## config.mk

```make
export PLATFORM = sky130hd
export DESIGN_NAME = sound_arbiter_flat
export DESIGN_NICKNAME = d
export VERILOG_FILES = /design/src/rtl/sound_arbiter_if.sv /design/src/rtl/sound_arbiter.sv /design/src/flat_wrapper.sv
export SDC_FILE = /design/constraint.sdc
export NUM_CORES = 1
export LEC_CHECK = 0
export ABC_CLOCK_PERIOD_IN_PS = 3350
export CORE_ASPECT_RATIO = 0.5
export CORE_MARGIN = 8
export CORE_UTILIZATION = 50
export DETAILED_ROUTE_END_ITERATION = 10
export PLACE_DENSITY = 0.93
export SLEW_MARGIN = 25
export SYNTH_ARGS = -nofsm -noshare
export SYNTH_HDL_FRONTEND = slang
export SYNTH_SLANG_ARGS = --single-unit
```

## constraint.sdc

```tcl
create_clock -name clk -period 3.35 [get_ports clk]
set_input_delay 0.5025 -clock clk [delete_from_list [all_inputs] [get_ports clk]]
set_output_delay 0.5025 -clock clk [all_outputs]
set_load 0.02 [all_outputs]
```

## src/rtl/sound_arbiter_if.sv

```systemverilog
// Request/tone bus between the sound sources and the sound arbiter.
// The arbiter takes the slave side; the requester/speaker side takes the master side.
interface sound_arbiter_if #(
  parameter int NUM_REQ = 4,
  parameter int TONE_W  = 17,
  parameter int DUR_W   = 24,
  parameter int ID_W    = (NUM_REQ > 1) ? $clog2(NUM_REQ) : 1
);

  logic [NUM_REQ-1:0]        req;
  logic [NUM_REQ*TONE_W-1:0] half_period;
  logic [NUM_REQ*DUR_W-1:0]  duration;
  logic                      sound_out;
  logic                      busy;
  logic [ID_W-1:0]           active_id;
  logic [NUM_REQ-1:0]        grant;

  modport master (
    output req, half_period, duration,
    input  sound_out, busy, active_id, grant
  );

  modport slave (
    input  req, half_period, duration,
    output sound_out, busy, active_id, grant
  );

endinterface

```

## src/rtl/sound_arbiter.sv

```systemverilog
// Fixed-priority square-wave tone arbiter: edge-triggered requests queue as pending
// bits, the lowest index plays (preempting higher indices), and each tone ends in a silent gap.
module sound_arbiter #(
  parameter int NUM_REQ    = 4,
  parameter int TONE_W     = 17,
  parameter int DUR_W      = 24,
  parameter int GAP_CYCLES = 1000   // expected to be at least 1
) (
  input  logic           clk,
  input  logic           reset,
  sound_arbiter_if.slave bus
);

  localparam int ID_W  = (NUM_REQ > 1) ? $clog2(NUM_REQ) : 1;
  localparam int GAP_W = (GAP_CYCLES > 1) ? $clog2(GAP_CYCLES) : 1;
  localparam logic [GAP_W-1:0] GAP_LOAD = GAP_W'(GAP_CYCLES - 1);

  typedef enum logic [1:0] {
    S_IDLE,
    S_PLAY,
    S_GAP
  } state_t;

  state_t              r_state;
  logic [NUM_REQ-1:0]  r_req;
  logic [NUM_REQ-1:0]  r_pending;
  logic [NUM_REQ-1:0]  r_grant;
  logic [ID_W-1:0]     r_active_id;
  logic                r_sound_out;
  logic                r_busy;
  logic [TONE_W-1:0]   r_hp;
  logic [TONE_W-1:0]   r_tone_cnt;
  logic [DUR_W-1:0]    r_dur;
  logic [GAP_W-1:0]    r_gap_cnt;

  logic [NUM_REQ-1:0]  w_edge;
  logic [NUM_REQ-1:0]  w_grant_oh;
  logic [NUM_REQ-1:0]  w_pending_nxt;
  logic [ID_W-1:0]     w_pick_id;
  logic [TONE_W-1:0]   w_sel_hp;
  logic [DUR_W-1:0]    w_sel_dur;
  logic [TONE_W-1:0]   w_hp_last;
  logic                w_preempt;
  logic                w_load;

  // NOTE: every always_comb output gets a default before any branch, so no latch is inferred.
  always_comb begin
    w_edge    = bus.req & ~r_req;
    w_pick_id = '0;
    w_sel_hp  = '0;
    w_sel_dur = '0;
    // Walking down from the top leaves the lowest pending index selected.
    for (int i = NUM_REQ - 1; i >= 0; i--) begin
      if (r_pending[i]) begin
        w_pick_id = ID_W'(i);
        w_sel_hp  = bus.half_period[i*TONE_W +: TONE_W];
        w_sel_dur = bus.duration[i*DUR_W +: DUR_W];
      end
    end

    w_preempt = 1'b0;
    for (int i = 0; i < NUM_REQ; i++) begin
      if (r_pending[i] && (i < int'(r_active_id))) w_preempt = 1'b1;
    end

    w_load     = (r_state == S_IDLE) ? (|r_pending) : w_preempt;
    w_grant_oh = '0;
    if (w_load) w_grant_oh[w_pick_id] = 1'b1;

    // A fresh edge outranks the grant clear, so a same-cycle re-trigger is kept.
    w_pending_nxt = (r_pending & ~w_grant_oh) | w_edge;

    w_hp_last = (r_hp == '0) ? '0 : (r_hp - TONE_W'(1));
  end

  // NOTE: state registers use non-blocking assignments only, so every read sees pre-edge values.
  always_ff @(posedge clk or posedge reset) begin
    if (reset) begin
      r_state     <= S_IDLE;
      r_req       <= '0;
      r_pending   <= '0;
      r_grant     <= '0;
      r_active_id <= '0;
      r_sound_out <= 1'b0;
      r_busy      <= 1'b0;
      r_hp        <= '0;
      r_tone_cnt  <= '0;
      r_dur       <= '0;
      r_gap_cnt   <= '0;
    end else begin
      r_req     <= bus.req;
      r_pending <= w_pending_nxt;
      r_grant   <= w_grant_oh;

      if (w_load) begin
        r_active_id <= w_pick_id;
        r_hp        <= w_sel_hp;
        r_dur       <= w_sel_dur;
        r_tone_cnt  <= '0;
        r_busy      <= 1'b1;
        if (w_sel_dur == '0) begin
          r_state     <= S_GAP;
          r_sound_out <= 1'b0;
          r_gap_cnt   <= GAP_LOAD;
        end else begin
          r_state     <= S_PLAY;
          r_sound_out <= 1'b1;
        end
      end else begin
        case (r_state)
          S_IDLE: begin
            r_sound_out <= 1'b0;
            r_busy      <= 1'b0;
          end

          S_PLAY: begin
            if (r_dur == DUR_W'(1)) begin
              r_state     <= S_GAP;
              r_sound_out <= 1'b0;
              r_gap_cnt   <= GAP_LOAD;
            end else begin
              r_dur <= r_dur - DUR_W'(1);
              if (r_tone_cnt == w_hp_last) begin
                r_tone_cnt  <= '0;
                r_sound_out <= ~r_sound_out;
              end else begin
                r_tone_cnt <= r_tone_cnt + TONE_W'(1);
              end
            end
          end

          S_GAP: begin
            if (r_gap_cnt == '0) begin
              r_state <= S_IDLE;
              r_busy  <= 1'b0;
            end else begin
              r_gap_cnt <= r_gap_cnt - GAP_W'(1);
            end
          end

          default: r_state <= S_IDLE;
        endcase
      end
    end
  end

  assign bus.sound_out = r_sound_out;
  assign bus.busy      = r_busy;
  assign bus.active_id = r_active_id;
  assign bus.grant     = r_grant;

endmodule

```

## src/flat_wrapper.sv

```systemverilog
// flat-port wrapper written by rule: the top's interface ports become plain ports
module sound_arbiter_flat 
#(
  parameter int NUM_REQ    = 4,
  parameter int TONE_W     = 17,
  parameter int DUR_W      = 24,
  parameter int GAP_CYCLES = 1000                               
)
  (clk, reset, bus_req, bus_half_period, bus_duration, bus_sound_out, bus_busy, bus_active_id, bus_grant);
  sound_arbiter_if #(.NUM_REQ(NUM_REQ), .TONE_W(TONE_W), .DUR_W(DUR_W)) bus_i ();
  input  logic clk;
  input  logic reset;
  input wire logic [$bits(bus_i.req)-1:0] bus_req;
  input wire logic [$bits(bus_i.half_period)-1:0] bus_half_period;
  input wire logic [$bits(bus_i.duration)-1:0] bus_duration;
  output wire logic [$bits(bus_i.sound_out)-1:0] bus_sound_out;
  output wire logic [$bits(bus_i.busy)-1:0] bus_busy;
  output wire logic [$bits(bus_i.active_id)-1:0] bus_active_id;
  output wire logic [$bits(bus_i.grant)-1:0] bus_grant;
  assign bus_i.req = bus_req;
  assign bus_i.half_period = bus_half_period;
  assign bus_i.duration = bus_duration;
  assign bus_sound_out = bus_i.sound_out;
  assign bus_busy = bus_i.busy;
  assign bus_active_id = bus_i.active_id;
  assign bus_grant = bus_i.grant;
  sound_arbiter #(.NUM_REQ(NUM_REQ), .TONE_W(TONE_W), .DUR_W(DUR_W), .GAP_CYCLES(GAP_CYCLES)) u_core (.clk(clk), .reset(reset), .bus(bus_i));
endmodule
```

==> results of run 1 <==
[cells in the final DEF, fill, tap and decap left out, types with 5 or more instances in the layout]
cell type                         netlist  routed
sky130_fd_sc_hd__a211oi_1               7       7
sky130_fd_sc_hd__a21oi_1               54      54
sky130_fd_sc_hd__a221o_1                5       5
sky130_fd_sc_hd__a221oi_1              18      18
sky130_fd_sc_hd__a22oi_1               24      24
sky130_fd_sc_hd__and2_1                 5       5
sky130_fd_sc_hd__and3_1                 6       6
sky130_fd_sc_hd__buf_4                  0      34
sky130_fd_sc_hd__clkbuf_16              0       9
sky130_fd_sc_hd__clkdlybuf4s50_1        0     177
sky130_fd_sc_hd__dfrtp_1               86      86
sky130_fd_sc_hd__ha_1                   8       8
sky130_fd_sc_hd__inv_1                 24      23
sky130_fd_sc_hd__nand2_1               60      60
sky130_fd_sc_hd__nand2b_1              10       9
sky130_fd_sc_hd__nand3_1               22      21
sky130_fd_sc_hd__nand4_1                9       9
sky130_fd_sc_hd__nor2_1                73      73
sky130_fd_sc_hd__nor2b_1                8       6
sky130_fd_sc_hd__nor3_1                35      35
sky130_fd_sc_hd__nor3b_1                5       5
sky130_fd_sc_hd__nor4_1                16      15
sky130_fd_sc_hd__o2111ai_1              6       6
sky130_fd_sc_hd__o211ai_1               6       6
sky130_fd_sc_hd__o21ai_0               48      48
sky130_fd_sc_hd__o22a_1                 7       7
sky130_fd_sc_hd__o22ai_1               29      29
sky130_fd_sc_hd__o31ai_1               10      10
sky130_fd_sc_hd__or2_2                  8       8
sky130_fd_sc_hd__or3_1                 18      18
sky130_fd_sc_hd__or4_1                 11      11
sky130_fd_sc_hd__xnor2_1               22      22
sky130_fd_sc_hd__xor2_1                23      23
[final timing paths]
kind,from,endpoint,slack [ns]
worst max-delay path,u_core.r_hp[1]$_DFFE_PP0N_,u_core.bus.sound_out$_DFFE_PP0P_,0.10
worst min-delay path,u_core.r_req[1]$_DFF_PP0_,u_core.r_pending[1]$_DFF_PP0_,0.42
worst max register to register,u_core.r_hp[1]$_DFFE_PP0N_,u_core.bus.sound_out$_DFFE_PP0P_,0.10
worst min register to register,u_core.r_req[1]$_DFF_PP0_,u_core.r_pending[1]$_DFF_PP0_,0.42
max in group asynchronous,reset,u_core.r_dur[15]$_DFFE_PP0P_,2.06
min in group asynchronous,reset,u_core.r_tone_cnt[7]$_DFFE_PP0P_,0.60
[registers in the layout (all words and copies together) (netlist names)]
name / flops
u_core.r_hp: 17
u_core.r_req: 4
u_core.bus.active_id: 2
u_core.bus.sound_out: 1
u_core.bus.busy: 1
u_core.r_dur: 24
u_core.r_state: 2
u_core.r_tone_cnt: 17
u_core.bus.grant: 4
u_core.r_pending: 4
u_core.r_gap_cnt: 10
[per-layer routing]
metal	up-vias	share of wire (%)	global-route usage, %
met3	60	6.8	5.47
met1	3509	41	34.0
met4	0	2.4	7.90
met2	347	50	44.3
li1	3337	-	-
met5	-	0	0
[per-stage QoR]
stage	hold slack [ns]	power, uW
2_1_floorplan	0.400	1200
3_3_place_gp	0.408	1430
3_5_place_dp	0.414	1440
4_1_cts	0.423	2600
5_1_grt	0.434	2670
6_report	0.422	2600
[final cells by class]
class	instances	area, um2
clock buffer	9	225
clock inverter	7	120
fill	941	3740
inverter	24	91.3
multi-input combinational	628	4060
sequential	86	2150
tap	170	213
timing repair buffer	213	2070
[timing repair]
action                                  4_1_cts  5_1_grt
resized for setup                             1        6
pin swaps                                     0        1
hold buffers                                  0        0
endpoints found under the setup margin        1       21
[worst max-delay path, stage by stage (launching register included)]
cell                       delay, ns
sky130_fd_sc_hd__dfrtp_1        0.40
sky130_fd_sc_hd__inv_1          0.09
sky130_fd_sc_hd__ha_1           0.21
sky130_fd_sc_hd__or3b_2         0.57
sky130_fd_sc_hd__nor4_1         0.38
sky130_fd_sc_hd__mux2i_1        0.28
sky130_fd_sc_hd__o221ai_1       0.13
sky130_fd_sc_hd__nor4_1         0.32
sky130_fd_sc_hd__nand4_1        0.24
sky130_fd_sc_hd__nor4b_2        0.36
sky130_fd_sc_hd__nor3_1         0.11
[cell families (layout without fill, tap and decap cells)]
kind of cell	count (synthesis)	count (layout)	synth area share (%)
AO/OA/AOI/OAI	255	255	27.0
XOR/XNOR	46	46	6.41
adder cells (fa/ha/maj)	8	8	1.54
buffers and inverters	88	253	5.41
flip-flops	86	86	33.1
multiplexers	5	5	0.770
AND/OR/NAND/NOR	314	314	25.8
[power groups by stage]
stage          clock network (uW)  registers [uW]  logic, uW
2_1_floorplan                   0            1090        104
3_3_place_gp                    0            1100        330
3_5_place_dp                    0            1100        338
4_1_cts                      1180            1080        340
5_1_grt                      1220            1080        365
6_report                     1180            1080        340
==> impl_summary.txt, run 1 <==
----------------------------------------------------
[Run]
  Max-cap violations ... 0

[Drt]
  Via-per-instance ratio ... between 6 and 7
  DR vias ... approximately 7300
  Final routed DRC violation total ... 0
  First-iteration detailed-routing DRC count ... 744
  Detailed-routing iteration count for the pre-antenna-repair pass ... 5
  Routed len/inst ... between 20 and 25 um
  Antenna Violating Nets Remaining ... 0
  Drt total wl ... 23.5 mm

[Power]
  Part of the power in registers ... 41.6%
  Total power density per cell area ... between 200 and 300 mW/mm2
  Share of total power in combinational logic ... roughly an eighth
  Relative contribution of the clock network to total power ... 45.4%
  Cell-internal power ... 2020 uW
  Cell leakage power ... roughly 0.0034 uW
  Max rail drop VDD ... 0.000233 V
  Switching part of the total ... between 20% and 30%
  Power dissipated by switching net loads ... approximately 580 uW

[Clocking]
  Worst skew pair latency ... 0.34 ns
  Number of buffers added by the clock tree synthesis step ... 9
  Number of H-tree levels ... 3
  Clock tree from TritonCTS ... built
  Postcts setup bufs ... 0
  Sinks on the clock net ... 86
  Clock slew at the register clock pins of the worst setup and hold paths ... 0.07 ns
  CTS root buf ... sky130_fd_sc_hd__clkbuf_16
  Maximum clock insertion buffer count ... 2

[Status]
  Outcome ... finished, final reports clean

[Synthesis]
  Number of distinct standard cells referenced by the synthesized netlist ... 75
  Number of instances in the synthesized netlist ... 802
  Top post-synthesis cells by count ... sky130_fd_sc_hd__dfrtp_1, sky130_fd_sc_hd__nor2_1, sky130_fd_sc_hd__nand2_1
  Top_reg_cell synth ... sky130_fd_sc_hd__dfrtp_1
  Warnings, synthesis ... 0
  Fraction of the yosys area taken by sequential cells ... 33.1%
  Post-synth EDFFs ... 0
  Net Count, Synth ... 980
  Largest cells by area after synthesis ... sky130_fd_sc_hd__dfrtp_1, sky130_fd_sc_hd__nor2_1, sky130_fd_sc_hd__a21oi_1
  Flip-flop and latch count after synthesis ... 86
  Area of the mapped netlist ... 0.00650 mm2
  Mean cell area of the mapped netlist ... 8.11 um2
  Proportion of netlist area held by the largest area contributor ... between 30% and 40%
  Biggest area consumer among synthesized cells ... sky130_fd_sc_hd__dfrtp_1
  Async set-reset flop share out of synthesis ... 100%
  Cell with the most instances after synthesis ... sky130_fd_sc_hd__dfrtp_1

[Cells and area]
  Ant. Diodes ... 0
  Number of nets in the final layout ... 1140
  Post-layout instance count excluding filler cells ... 1137
  Final Core Density ... 70.5%
  Synth-to-Final Area Change ... 37.3%
  Total non-filler cell area in the finished layout ... 0.00892 mm2
  Fraction of layout instances using a drive strength above 1 ... 9.10%

[Placement]
  Detailed placement HPWL ... 18.1 mm
  IO buf count ... 177
  Worst slack at placement ... 0.0517 ns
  Post-DP Area ... 0.00853 mm2
  Gp weighted congestion ... 0.971
  Placed Cells incl. Taps ... 1121

[Die]
  I/O Pins ... 178
  DIE AREA ... 0.0171 mm2
  Standard-cell row count ... 29
  Horizontal die dimension ... around 180 um
  Vertical die dimension ... 96.6 um
  Initial Util ... 51.3%
  Floorplan Core Area ... between 0.01 and 0.015 mm2

[STA]
  Worst Slack Setup Final ... 0.105 ns
  Remaining max-slew budget at the tightest pin ... about half
  Number of endpoints failing setup at the final stage ... 0
  Final hold violations ... 0
  Setup TNS ... 0 ns
  Final critical-path required period ... 3.25 ns
  Post-Route Skew ... 0.00842 ns
  Final critical-path share of the clock period ... just under 100%
  Final Max Slew Viols ... 0
  Achievable frequency ... 0.308 GHz
  Worst slew pin tran ... 0.764 ns

[Global routing]
  Number of global-route vias before repair ... 7213
  Total routing usage reported by global routing ... 26.5%
  Antenna violations before repair ... 0
  Largest net degree at the start of global routing ... 61
  First-pass GRT wire length ... 37.6 mm
  Total global routing overflow ... 0

[Critical path]
  Crit-path max FO ... 6
  Worst Path Required ... approximately 3.6 ns
  Worst endpoint data arrival time ... 3.46 ns
  Type of the setup path with the least slack ... flip-flop to flip-flop
  Worst Reg2Reg Path Length in Cells ... 10
  Kind of start point of the critical path ... flip-flop
  Sort of element at the end of the critical path ... flip-flop

[Hold path]
  Min-delay worst type ... flip-flop to flip-flop
  Number of instances on the worst hold path ... 1

----------------------------------------------------
Note: power is estimated with default switching activity, not from simulation.
==> run 2: changes to the inputs <==
CTS_CLUSTER_DIAMETER = 100   (was default)
==> results of run 2 <==
Same layout as run 1: the final DEF is identical, and so are final timing and power.
